**src/rtl/spi_ram.sv**
```systemverilog
// RAM controller behind the SPI slave: decodes 10-bit received words into
// address-set / write / read commands and returns read bytes for MISO.
module spi_ram #(
  parameter int MEM_DEPTH = 256,
  parameter int ADDR_SIZE = 8
) (
  input  logic       clk,
  input  logic       rst_n,
  input  logic [9:0] din,
  input  logic       rx_valid,
  output logic [7:0] dout,
  output logic       tx_valid
);

  logic [7:0]           mem [MEM_DEPTH];

  logic                 rx_valid_q;
  logic [ADDR_SIZE-1:0] wr_addr_q, wr_addr_d;
  logic [ADDR_SIZE-1:0] rd_addr_q, rd_addr_d;
  logic [7:0]           dout_q, dout_d;
  logic                 tx_valid_q, tx_valid_d;
  logic                 mem_we;
  logic                 cmd_event;
  logic                 rx_fall;

  // rx_valid is a level, so a command fires only on its rising edge
  assign cmd_event = rx_valid & ~rx_valid_q;
  assign rx_fall   = ~rx_valid & rx_valid_q;

  always_comb begin
    wr_addr_d  = wr_addr_q;
    rd_addr_d  = rd_addr_q;
    dout_d     = dout_q;
    tx_valid_d = tx_valid_q;
    mem_we     = 1'b0;
    if (cmd_event) begin
      tx_valid_d = 1'b0;
      case (din[9:8])
        2'b00: wr_addr_d = din[ADDR_SIZE-1:0];
        2'b01: begin
          mem_we    = 1'b1;
          wr_addr_d = wr_addr_q + 1'b1;
        end
        2'b10: rd_addr_d = din[ADDR_SIZE-1:0];
        default: begin
          dout_d     = mem[rd_addr_q];
          tx_valid_d = 1'b1;
          rd_addr_d  = rd_addr_q + 1'b1;
        end
      endcase
    end else if (rx_fall) begin
      tx_valid_d = 1'b0;
    end
  end

  always_ff @(posedge clk or negedge rst_n) begin
    if (!rst_n) begin
      rx_valid_q <= 1'b0;
      wr_addr_q  <= '0;
      rd_addr_q  <= '0;
      dout_q     <= 8'h00;
      tx_valid_q <= 1'b0;
    end else begin
      rx_valid_q <= rx_valid;
      wr_addr_q  <= wr_addr_d;
      rd_addr_q  <= rd_addr_d;
      dout_q     <= dout_d;
      tx_valid_q <= tx_valid_d;
    end
  end

  // Array has no reset so its contents survive rst_n
  always_ff @(posedge clk) begin
    if (mem_we) begin
      mem[wr_addr_q] <= din[7:0];
    end
  end

  assign dout     = dout_q;
  assign tx_valid = tx_valid_q;

endmodule

```
**config.mk**
```make
export PLATFORM = sky130hd
export DESIGN_NAME = spi_ram
export DESIGN_NICKNAME = d
export VERILOG_FILES = /design/src/rtl/spi_ram.sv
export SDC_FILE = /design/constraint.sdc
export NUM_CORES = 2
export LEC_CHECK = 0
export BUFFER_PORTS_ARGS = -buffer_cell sky130_fd_sc_hd__buf_2
export CAP_MARGIN = 10
export CELL_PAD_IN_SITES_DETAIL_PLACEMENT = 1
export CELL_PAD_IN_SITES_GLOBAL_PLACEMENT = 2
export CORE_UTILIZATION = 32
export CTS_BUF_LIST = sky130_fd_sc_hd__clkbuf_16
export DETAILED_ROUTE_END_ITERATION = 16
export PLACE_DENSITY_LB_ADDON = 0.1
export RECOVER_POWER = 50
export SLEW_MARGIN = 25
export SYNTH_ARGS = -nofsm -noshare
export SYNTH_HDL_FRONTEND = slang
export SYNTH_SLANG_ARGS = --single-unit
export TNS_END_PERCENT = 30
```
**constraint.sdc**
```tcl
create_clock -name clk -period 7 [get_ports clk]
set_input_delay 1.4 -clock clk [delete_from_list [all_inputs] [get_ports clk]]
set_output_delay 1.4 -clock clk [all_outputs]
set_load 0.05 [all_outputs]
```
==> results.yml <==
status:
  status: "complete, but fails checks"
  violations: "max-capacitance violations, max-slew violations"
power:
  power.density_nw_per_um2: 339.4
  power_leakage_nw: 28.62
  p_comb_share_pct: 18.9
  switching_power_mw: 9.042
  internal_power_mw: 22.55
  seq_power_share_pct: 43.9
  ir_worst_vdd_mv: 0.2723
  p_clk_share_pct: 37.2
  p_sw_share_pct: 28.62
route:
  wl_mm: 263.3
  via_per_inst: 5.241
  drt_iter0_drc: 3741
  vias: 40110
  wl_per_cell_um: 34.40
  drcViolationCount: 0
  first_pass_iters: 5
  drt.antenna.violating_nets: 0
global_route:
  grt_pass1_wl_mm: 364.3
  grt_pass1_vias: 42380
  antenna_found_initial: 18
  grt_max_degree: 148
  grt_overflow: 0
  grtUsageTotal_pct: 20.40
synthesis:
  synth-async-reset-ratio_pct: 1.254
  synth_fp_nets: 4013
  synth_seq_cells: 2074
  synth_ff_type: "edfxtp_1"
  yosysSeqAreaShare_pct: 75.78
  synthCells: 3994
  ys_types: 73
  synth_area_um2: 82020
  avgSynthCellArea_um2: 20.53
  ys_warn_count: 0
  synth_edf_count: 2048
die:
  core_um2: 254400
  ioPinCount: 22
  placementRows: 185
  initial_core_util_pct: 32.24
  die_w_um: 508.3
  die-area_um2: 258300
  die_y_um: 508.3
worst_setup_path:
  cp_slowest_cell: "clkbuf_1"
  critPathBufInv: 2
  crit_family: "buffers and inverters"
  worstPathArrival_ns: 5.98
  critPathKind: "in2reg"
  crit_path_end_kind: "flop"
  worstSetupStartpointType: "primary input"
  worstPathMaxFanout: 80
  r2r_start: "rd_addr_q[1]$_DFFE_PN0P_"
  critPathMaxStageDelay_ns: 3.27
  worstSetupStartpoint: "din[2]"
  path_cells: "clkbuf_1 -> buf_4"
  worst_ep_required_time_ns: 7.53
clock_network:
  cts.sinks: 2074
  cts-resized-gates: 0
  htree_levels: 4
  cts_made_buffers: 222
  cts_root_buffer: "clkbuf_16"
  insertion_delay_ns: 0.88
  clk_pin_slew_worst_paths_ns: 0.06
  cts_tree: "yes"
  postCtsSetupBuffers: 0
  cts.path.max_buffers: 3
  hold_buffers: 0
sta:
  finClkSkew_ns: 0.04183
  min_period_over_period_pct: 77.84
  min_period_ns: 5.449
  finalHoldViolations: 0
  worst_pin_slew_ns: 5.028
  timing.final.ws_setup_ns: 1.551
  setup_tns_ns: 0
  maxSlewViolCount: 940
  maxSlewHeadroom_pct: -235.2
  final-setup-viol-count: 0
  clock.fmax_mhz: 183.5
  rsz0062_at_grt: "no"
  hold_slack_ns: 0.5664
cells_and_area:
  final_layout_size_suffix_gt1_share_pct: 21.08
  fin_util_pct: 36.59
  multi_input_area_um2: 18190
  nets: 4116
  seqCellArea_um2: 62170
  design_area_um2: 93080
  syn_to_final_growth_pct: 13.49
  nFillCells: 24470
placement:
  place_congestion: 0.7918
  place_area_um2: 85950
  pre_cts_slack_ns: 2.384
  dp_hpwl_mm: 164.2
  io_buffers: 21
job:
  maxCapViolations: 13
min_path:
  hp-class: "reg2reg"
  min_from: "tx_valid$_DFFE_PN0P_"
[sequential cells by signal, indices dropped and copies added (netlist names)]
register / flops
rx_valid_q: 1
rd_addr_q: 8
tx_valid: 1
dout: 8
wr_addr_q: 8
mem: 2048
[logic make-up after synthesis]
logic type / after synthesis / share of synthesized area (%)
AOI/OAI and AO/OA: 414 / 3.829
adders and majority gates: 6 / 0.09153
buffers and inverters: 261 / 2.301
DFF: 2074 / 75.78
muxes: 694 / 15.08
and+or+nand+nor: 545 / 2.920
[path summary, 6_finish.rpt]
kind / depth (start not counted) / slack [ns] / to
max in group asynchronous: 1 / 4.15 / rd_addr_q[1]$_DFFE_PN0P_
min in group asynchronous: 1 / 1.22 / wr_addr_q[2]$_DFFE_PN0P_
min: 2 / 0.57 / tx_valid$_DFFE_PN0P_
min reg2reg: 2 / 0.57 / tx_valid$_DFFE_PN0P_
max: 2 / 1.55 / mem[167][2]$_DFFE_PP_
max reg2reg: 7 / 2.34 / dout[3]$_DFFE_PN0P_
[power by group through the flow]
| stage | registers (mW) | logic [mW] | clock network, mW |
|---|---|---|---|
| 4_1_cts | 13.8 | 6.12 | 12.0 |
| 5_1_grt | 13.9 | 6.25 | 12.4 |
| 3_5_place_dp | 14.1 | 6.10 | 0 |
| 3_3_place_gp | 14.1 | 6.10 | 0 |
| 2_1_floorplan | 14.0 | 3.72 | 0 |
| 6_report | 13.9 | 5.96 | 11.8 |
[cell type report]
| class | instances | area share [%] |
|---|---|---|
| flip-flops and latches | 2074 | 66.79 |
| multi-input cells | 1659 | 19.54 |
| clock buffers | 223 | 5.995 |
| well taps | 3366 | 4.525 |
| clock inverters | 187 | 1.780 |
| repair buffers | 131 | 1.315 |
| inverters | 9 | 0.04033 |
| diodes | 5 | 0.01344 |
[synthesized netlist by cell type, drive strengths merged (3+ instances only)]
| master | count | area share [%] |
|---|---|---|
| a2111oi | 3 | 0.040 |
| dfrtp | 26 | 0.79 |
| a22o | 22 | 0.23 |
| a21oi | 66 | 0.40 |
| mux2 | 24 | 0.33 |
| nor2 | 294 | 1.3 |
| o21ai | 51 | 0.31 |
| a21o | 3 | 0.027 |
| o31ai | 7 | 0.064 |
| mux2i | 254 | 3.1 |
| o221ai | 9 | 0.096 |
| a22oi | 64 | 0.59 |
| or3 | 7 | 0.053 |
| o311ai | 4 | 0.043 |
| a32o | 4 | 0.049 |
| a31oi | 9 | 0.069 |
| or2 | 5 | 0.038 |
| nand2 | 102 | 0.47 |
| ha | 6 | 0.092 |
| nor4 | 9 | 0.11 |
| o2111ai | 3 | 0.032 |
| o32ai | 11 | 0.12 |
| mux4 | 416 | 12 |
| a211oi | 27 | 0.26 |
| a221oi | 71 | 0.92 |
| nor3 | 29 | 0.18 |
| buf | 143 | 1.7 |
| nor3b | 4 | 0.037 |
| o22ai | 24 | 0.18 |
| edfxtp | 2048 | 75 |
| clkbuf | 105 | 0.52 |
| inv | 9 | 0.041 |
| and2 | 11 | 0.084 |
| nand3 | 43 | 0.26 |
| o211ai | 7 | 0.064 |
| nor2b | 18 | 0.14 |
| a211o | 4 | 0.043 |
| dlygate4sd1 | 3 | 0.032 |
| nand2b | 10 | 0.076 |
| a221o | 19 | 0.23 |
| nand4 | 3 | 0.023 |
[layer usage]
layer | wire length [µm] | vias up | global-route usage (%)
li1 | - | 16850 | -
met1 | 119500 | 22150 | 28.50
met2 | 129400 | 842 | 34.04
met3 | 9154 | 275 | 2.431
met4 | 5247 | 0 | 4.484
met5 | 0 | - | 0
[placed cells by master (no fill, tap or decap), drive strengths merged, types with 10 or more instances in the layout]
cell type	synthesis	layout
nor2	294	294
a211oi	27	27
nand3	43	43
and2	11	11
edfxtp	2048	2048
a22oi	64	64
mux2	24	24
nor2b	18	18
o21ai	51	51
clkbuf	105	239
buf	143	115
a221oi	71	71
o22ai	24	24
a221o	19	19
a22o	22	22
inv	9	60
nand2b	10	10
mux4	416	416
nor3	29	29
mux2i	254	254
o32ai	11	11
nand2	102	102
bufinv	0	25
a21oi	66	66
dfrtp	26	26
clkinv	0	105
[worst min-delay path, cell delays in order, from the launching register on]
cell	delay, ns
dfrtp_1	0.41
nand2_1	0.06
o21ai_0	0.06
[metrics by stage]
stage	power, mW	instances
CTS	32.01	7649
global route	32.55	7651
global placement	20.22	7234
finish	31.59	7654
detailed placement	20.21	7239
floorplan	17.73	3994
Note: power is estimated with default switching activity, not from simulation.
